**config.mk**
```make
export PLATFORM = sky130hd
export DESIGN_NAME = fetch_unit
export DESIGN_NICKNAME = d
export VERILOG_FILES = /design/src/rtl/fetch_pkg.sv /design/src/rtl/fetch_queue.sv /design/src/rtl/fetch_unit.sv
export SDC_FILE = /design/constraint.sdc
export NUM_CORES = 1
export LEC_CHECK = 0
export ABC_CLOCK_PERIOD_IN_PS = 2400
export BUFFER_PORTS_ARGS = -buffer_cell sky130_fd_sc_hd__buf_2
export CAP_MARGIN = 20
export CORE_UTILIZATION = 45
export DETAILED_ROUTE_END_ITERATION = 10
export GPL_ROUTABILITY_DRIVEN = 0
export PLACE_DENSITY = 0.69
export SYNTH_ARGS = -nofsm -noshare
export SYNTH_HDL_FRONTEND = slang
export SYNTH_SLANG_ARGS = --single-unit
```
**constraint.sdc**
```tcl
create_clock -name clk -period 2.4 [get_ports clk]
set_clock_uncertainty 0.05 [all_clocks]
set_input_delay 0 -clock clk [delete_from_list [all_inputs] [get_ports clk]]
set_output_delay 0 -clock clk [all_outputs]
set_load 0.01 [all_outputs]
```
**src/rtl/fetch_pkg.sv**
```systemverilog
// Shared fetch/decode definitions: default widths, NOP encoding, fetch FSM states
// and the instruction field positions decode relies on.
package fetch_pkg;

    localparam int unsigned ADDR_W_DEF  = 16;
    localparam int unsigned INSTR_W_DEF = 16;
    localparam logic [15:0] NOP_INSTR   = 16'h0000;

    typedef enum logic [1:0] {
        IDLE = 2'd0,
        WAIT = 2'd1,
        DROP = 2'd2
    } fetch_state_e;

    localparam int unsigned OPC_MSB  = 15;
    localparam int unsigned OPC_LSB  = 12;
    localparam int unsigned IMMF_BIT = 11;
    localparam int unsigned RD_MSB   = 10;
    localparam int unsigned RD_LSB   = 8;
    localparam int unsigned RS1_MSB  = 7;
    localparam int unsigned RS1_LSB  = 5;
    localparam int unsigned RS2_MSB  = 4;
    localparam int unsigned RS2_LSB  = 0;

    function automatic logic [3:0] opcode_of(input logic [15:0] i_instr);
        return i_instr[OPC_MSB:OPC_LSB];
    endfunction

endpackage

```
**src/rtl/fetch_queue.sv**
```systemverilog
// Synchronous FIFO of {pc, instr} entries with push, pop, clear and occupancy count.
module fetch_queue #(
    parameter int unsigned W     = 32,
    parameter int unsigned DEPTH = 4
) (
    input  logic                     clk,
    input  logic                     reset,
    input  logic                     i_clear,
    input  logic                     i_push,
    input  logic                     i_pop,
    input  logic [W-1:0]             i_wdata,
    output logic [W-1:0]             o_rdata,
    output logic [$clog2(DEPTH):0]   o_count,
    output logic                     o_empty
);

    localparam int unsigned PTR_W = $clog2(DEPTH);
    localparam int unsigned CNT_W = PTR_W + 1;

    logic [W-1:0]     r_mem [DEPTH];
    logic [PTR_W-1:0] r_rd_ptr;
    logic [PTR_W-1:0] r_wr_ptr;
    logic [CNT_W-1:0] r_count;
    logic             w_pop;
    logic             w_push;

    assign w_pop  = i_pop && (r_count != '0);
    assign w_push = i_push && ((r_count != CNT_W'(DEPTH)) || w_pop);

    always_ff @(posedge clk) begin
        if (w_push && !i_clear)
            r_mem[r_wr_ptr] <= i_wdata;
    end

    always_ff @(posedge clk) begin
        if (reset || i_clear) begin
            r_rd_ptr <= '0;
            r_wr_ptr <= '0;
            r_count  <= '0;
        end else begin
            if (w_push)
                r_wr_ptr <= r_wr_ptr + 1'b1;
            if (w_pop)
                r_rd_ptr <= r_rd_ptr + 1'b1;
            case ({w_push, w_pop})
                2'b10:   r_count <= r_count + 1'b1;
                2'b01:   r_count <= r_count - 1'b1;
                default: r_count <= r_count;
            endcase
        end
    end

    assign o_rdata = r_mem[r_rd_ptr];
    assign o_count = r_count;
    assign o_empty = (r_count == '0);

endmodule

```
**src/rtl/fetch_unit.sv**
```systemverilog
// Front-end fetch: PC, single-outstanding imem requests, in-order instruction queue.
// Define FETCH_BYPASS_EN to forward a response straight to decode when the queue is empty.
module fetch_unit
    import fetch_pkg::*;
#(
    parameter int unsigned       ADDR_W   = ADDR_W_DEF,
    parameter int unsigned       INSTR_W  = INSTR_W_DEF,
    parameter int unsigned       QDEPTH   = 4,
    parameter logic [ADDR_W-1:0] RESET_PC = '0
) (
    input  logic               clk,
    input  logic               reset,
    input  logic               stall,
    input  logic               flush,
    input  logic               is_branch_taken,
    input  logic [ADDR_W-1:0]  branch_target_in,
    output logic               imem_req,
    output logic [ADDR_W-1:0]  imem_addr,
    input  logic               imem_ready,
    input  logic               imem_rvalid,
    input  logic [INSTR_W-1:0] imem_rdata,
    output logic [INSTR_W-1:0] instr,
    output logic [ADDR_W-1:0]  instr_pc,
    output logic               instr_valid
);

    localparam int unsigned CNT_W = $clog2(QDEPTH) + 1;

    fetch_state_e               r_state;
    logic [ADDR_W-1:0]          r_pc;
    logic [ADDR_W-1:0]          r_req_addr;

    logic [CNT_W-1:0]           w_count;
    logic                       w_q_empty;
    logic [ADDR_W+INSTR_W-1:0]  w_q_head;
    logic [ADDR_W-1:0]          w_head_pc;
    logic [INSTR_W-1:0]         w_head_instr;
    logic [ADDR_W-1:0]          w_replay_pc;
    logic                       w_redirect;
    logic                       w_can_req;
    logic                       w_accept;
    logic                       w_bypass;
    logic                       w_push;
    logic                       w_pop;

    assign w_redirect                = flush | is_branch_taken;
    assign {w_head_pc, w_head_instr} = w_q_head;

    // The in-flight slot is reserved so a returning response always has room.
    assign w_can_req = (w_count + CNT_W'(r_state == WAIT)) < CNT_W'(QDEPTH);
    assign imem_req  = !reset && (r_state == IDLE) && w_can_req && !w_redirect;
    assign imem_addr = r_pc;
    assign w_accept  = imem_req && imem_ready;

`ifdef FETCH_BYPASS_EN
    assign w_bypass = !reset && w_q_empty && (r_state == WAIT) && imem_rvalid && !w_redirect;
`else
    assign w_bypass = 1'b0;
`endif

    assign w_push = (r_state == WAIT) && imem_rvalid && !w_redirect && !(w_bypass && !stall);
    assign w_pop  = !w_q_empty && !stall && !w_redirect;

    always_comb begin
        w_replay_pc = r_pc;
        if (!w_q_empty)
            w_replay_pc = w_head_pc;
        else if (r_state != IDLE)
            w_replay_pc = r_req_addr;
    end

    always_comb begin
        instr       = INSTR_W'(NOP_INSTR);
        instr_pc    = '0;
        instr_valid = 1'b0;
        if (!reset) begin
            if (!w_q_empty) begin
                instr       = w_head_instr;
                instr_pc    = w_head_pc;
                instr_valid = 1'b1;
            end else if (w_bypass) begin
                instr       = imem_rdata;
                instr_pc    = r_req_addr;
                instr_valid = 1'b1;
            end
        end
    end

    always_ff @(posedge clk) begin
        if (reset) begin
            r_state    <= IDLE;
            r_pc       <= RESET_PC;
            r_req_addr <= RESET_PC;
        end else if (w_redirect) begin
            r_pc <= is_branch_taken ? branch_target_in : w_replay_pc;
            // A response still owed from WAIT or DROP must be swallowed later.
            r_state <= ((r_state != IDLE) && !imem_rvalid) ? DROP : IDLE;
        end else begin
            case (r_state)
                IDLE: begin
                    if (w_accept) begin
                        r_req_addr <= r_pc;
                        r_pc       <= r_pc + 1'b1;
                        r_state    <= WAIT;
                    end
                end
                WAIT: if (imem_rvalid) r_state <= IDLE;
                DROP: if (imem_rvalid) r_state <= IDLE;
                default: r_state <= IDLE;
            endcase
        end
    end

    fetch_queue #(
        .W     (ADDR_W + INSTR_W),
        .DEPTH (QDEPTH)
    ) u_queue (
        .clk     (clk),
        .reset   (reset),
        .i_clear (w_redirect),
        .i_push  (w_push),
        .i_pop   (w_pop),
        .i_wdata ({r_req_addr, imem_rdata}),
        .o_rdata (w_q_head),
        .o_count (w_count),
        .o_empty (w_q_empty)
    );

endmodule

```
==> run_results.csv <==
group,metric,value,unit
worst_hold_path,hold_class,"in -> reg",
global_route,grt_overflow,0,
die,std_cell_rows,46,
worst_setup_path,endpoint_kind,"output pin",
layout,fin_nets,718,
synth,yosys.area.top_type,"edfxtp_1",
synth,yosys-top-cells-area,"edfxtp_1 52%, dfxtp_1 12%, mux4_2 9.7%, and2_1 3.3%, nand2_1 2.6%",
global_route,track_usage,21.2,%
placement,port_buffers,88,
synth,syn_inst,533,
synth,yosys.area.top_type_share,51.6,%
synth,synthArstFlopShare,0,%
clock_tree,ctsHoldBuffers,34,
synth,yosysSeqAreaShare,63.1,%
die,core_area,16000,um2
worst_setup_path,path_max_fanout,12,
timing,rsz0062_at_grt,"no",
placement,dp_hpwl,11.4,mm
clock_tree,cts_made_buffers,17,
timing,worstMarginPinSlew,0.627,ns
clock_tree,cts_root_buffer,"clkbuf_16",
route,routed_wl,17.1,mm
global_route,grt_pass1_vias,4882,
timing,hold_viol_final,0,
power_and_ir_drop,p_leak,0.00327,uW
route,drc,0,
worst_setup_path,crit_path_start_kind,"flip-flop",
clock_tree,cts_max_level,4,
clock_tree,cts_tree,"done",
synth,yosysWarnings,0,
clock_tree,clk_latency,0.43,ns
clock_tree,post_cts_buffers,0,
die,start_util,46.6,%
route,drt_first_iter_violations,385,
timing,fmax,454,MHz
synth,syn_nets,580,
timing,final-setup-viol-count,0,
run,maxCapViolations,0,
timing,slew_viol_final,0,
clock_tree,cts_resized,0,
route,ant_nets,0,
global_route,antenna_found_initial,0,
synth,synth.distinct_cells,62,
route,routed_via_density,5.50,
synth,syn-cell-area,7450,um2
timing,post-route-period-util,91.8,%
route,drtPass1Iterations,5,
layout,antennaDiodeCount,0,
timing,relSlewSlack,58.2,%
timing,layout_min_cycle_time,2.20,ns
clock_tree,clkSlewWorstSetupHoldPaths,0.06,ns
power_and_ir_drop,power-per-cell-area,678,nW/um2
synth,synth_ff_type,"edfxtp_1",
die,die_x,131,um
layout,drive_gt1_share,31.0,%
timing,finalSetupTns,0,ns
clock_tree,cts.sinks,171,
worst_setup_path,critPathArrivalTime,2.15,ns
worst_setup_path,critPathRequiredTime,2.35,ns
layout,syn2layout_area_growth,22.9,%
synth,avgSynthCellArea,14.0,um2
outcome,status,"finished, final reports clean",
die,io_pins,89,
die,die_h,131,um
worst_setup_path,crit_type,"reg -> out",
synth,synth_edf_count,128,
synth,synth_seq_cells,171,
global_route,grt_max_degree,33,
timing,fin_hold_ws,0.0279,ns
route,drt-wirelength-per-cell,18.9,um
clock_tree,cts_buffer_depth,2,
route,vias,4947,
die,die_area,17100,um2
power_and_ir_drop,worst_ir_drop_vdd,0.000500,V
global_route,grt_first_pass_wirelength,26.4,mm
-- cell type report --
class                      count  area [um2]
multi-input combinational    320        2530
fill                        1326        6840
tap                          216         270
clock inverter                10         105
clock buffer                  22         485
timing repair buffer         149        1020
sequential                   171        4710
inverter                      12        45.0
-- worst max-delay path, cell delays in order (launching register included) --
cell and delay (ns):
dfxtp_2 0.33, buf_4 0.24, buf_4 0.31, mux4_2 0.55
and2_1 0.17, buf_2 0.13
-- metrics by stage --
step / total power [uW] / cell area (um2) / instances / util [%] / worst slack [ns]
after floorplan: 3400 / 7450 / 533 / - / 0.113
after global placement: 3500 / 8230 / 834 / 51.4 / 0.349
after detailed placement: 3510 / 8230 / 834 / 51.4 / 0.253
after CTS: 6260 / 9160 / 900 / 57.2 / 0.138
after global routing: 6410 / 9160 / 900 / 57.2 / 0.0666
final: 6210 / 9160 / 900 / 57.2 / 0.197
-- registers in the layout, indices dropped and copies added, names as in the netlist, named ones only --
name	count
u_queue.o_count	3
imem_addr	16
r_req_addr	16
u_queue.r_rd_ptr	2
r_state	2
u_queue.r_mem	128
u_queue.r_wr_ptr	2
-- where the power goes --
part / switching, uW / leakage (uW) / total, uW / internal, uW
Combinational: 148 / 0.00142 / 274 / 125
Clock: 1150 / 0.000291 / 2720 / 1570
Sequential: 38.8 / 0.00156 / 3220 / 3180
-- cell usage after synthesis (all sizes together), types with 6 or more instances --
library cell    n
clkbuf         13
mux4           32
a211oi          7
o21ai          13
ha              7
nor3            9
edfxtp        128
buf            17
a31oi           6
inv            12
nand3          14
nor2           25
a21oi          38
and3            6
nand2          61
and2           40
dfxtp          43
-- metal layers --
| layer | GRT usage [%] | up-vias | routed length, um |
|---|---|---|---|
| met3 | 4.52 | 12 | 1030 |
| met2 | 34.9 | 168 | 8380 |
| met1 | 28.3 | 2468 | 7500 |
| met4 | 6.15 | 0 | 148 |
| li1 | - | 2299 | - |
| met5 | 0 | - | 0 |
-- placed cells by master, fill, tap and decap left out, types with 3 or more instances in the layout --
cell type	netlist	routed
a211oi_1	7	7
a21oi_1	28	28
a21oi_2	10	10
a221oi_1	5	5
a31oi_1	6	6
and2_1	39	39
and3_1	6	6
and4_1	4	4
buf_12	1	3
buf_2	9	88
buf_4	3	24
clkbuf_16	0	18
dfxtp_1	43	42
dlygate4sd3_1	0	34
edfxtp_1	128	128
ha_1	7	7
inv_1	12	12
inv_6	0	4
mux2i_1	3	3
mux4_2	32	32
nand2_1	51	51
nand2_2	10	10
nand3_1	12	12
nand4_1	3	3
nor2_1	25	24
nor3_1	8	8
nor4_1	3	3
o21ai_0	11	11
o32ai_1	4	4
or3_1	4	4
xnor2_1	4	4
xor2_1	3	3
-- final timing paths --
| path | startpoint | to | slack, ns | cells past startpoint |
|---|---|---|---|---|
| setup / recovery | flip-flop | instr[12] | 0.20 | 5 |
| hold / removal | branch_target_in[15] | imem_addr[15] | 0.03 | 4 |
| setup reg to reg | u_queue.o_count[0] | u_queue.o_count[2] | 0.23 | 8 |
| hold reg to reg | imem_addr[10] | r_req_addr[10] | 0.47 | 2 |
-- cells by family (layout without fill, tap and decap cells) --
| family | after synthesis | after routing | share of synthesized area, % |
|---|---|---|---|
| AND/OR/NAND/NOR | 181 | 181 | 13.0 |
| flip-flops | 171 | 171 | 63.1 |
| AO/OA/AOI/OAI | 87 | 87 | 8.11 |
| buffers and inverters | 42 | 193 | 2.99 |
| multiplexers | 37 | 37 | 10.5 |
| adder cells (fa/ha/maj) | 8 | 8 | 1.44 |
| XOR/XNOR | 7 | 7 | 0.823 |
No activity file was read; power rests on OpenSTA's default activity.
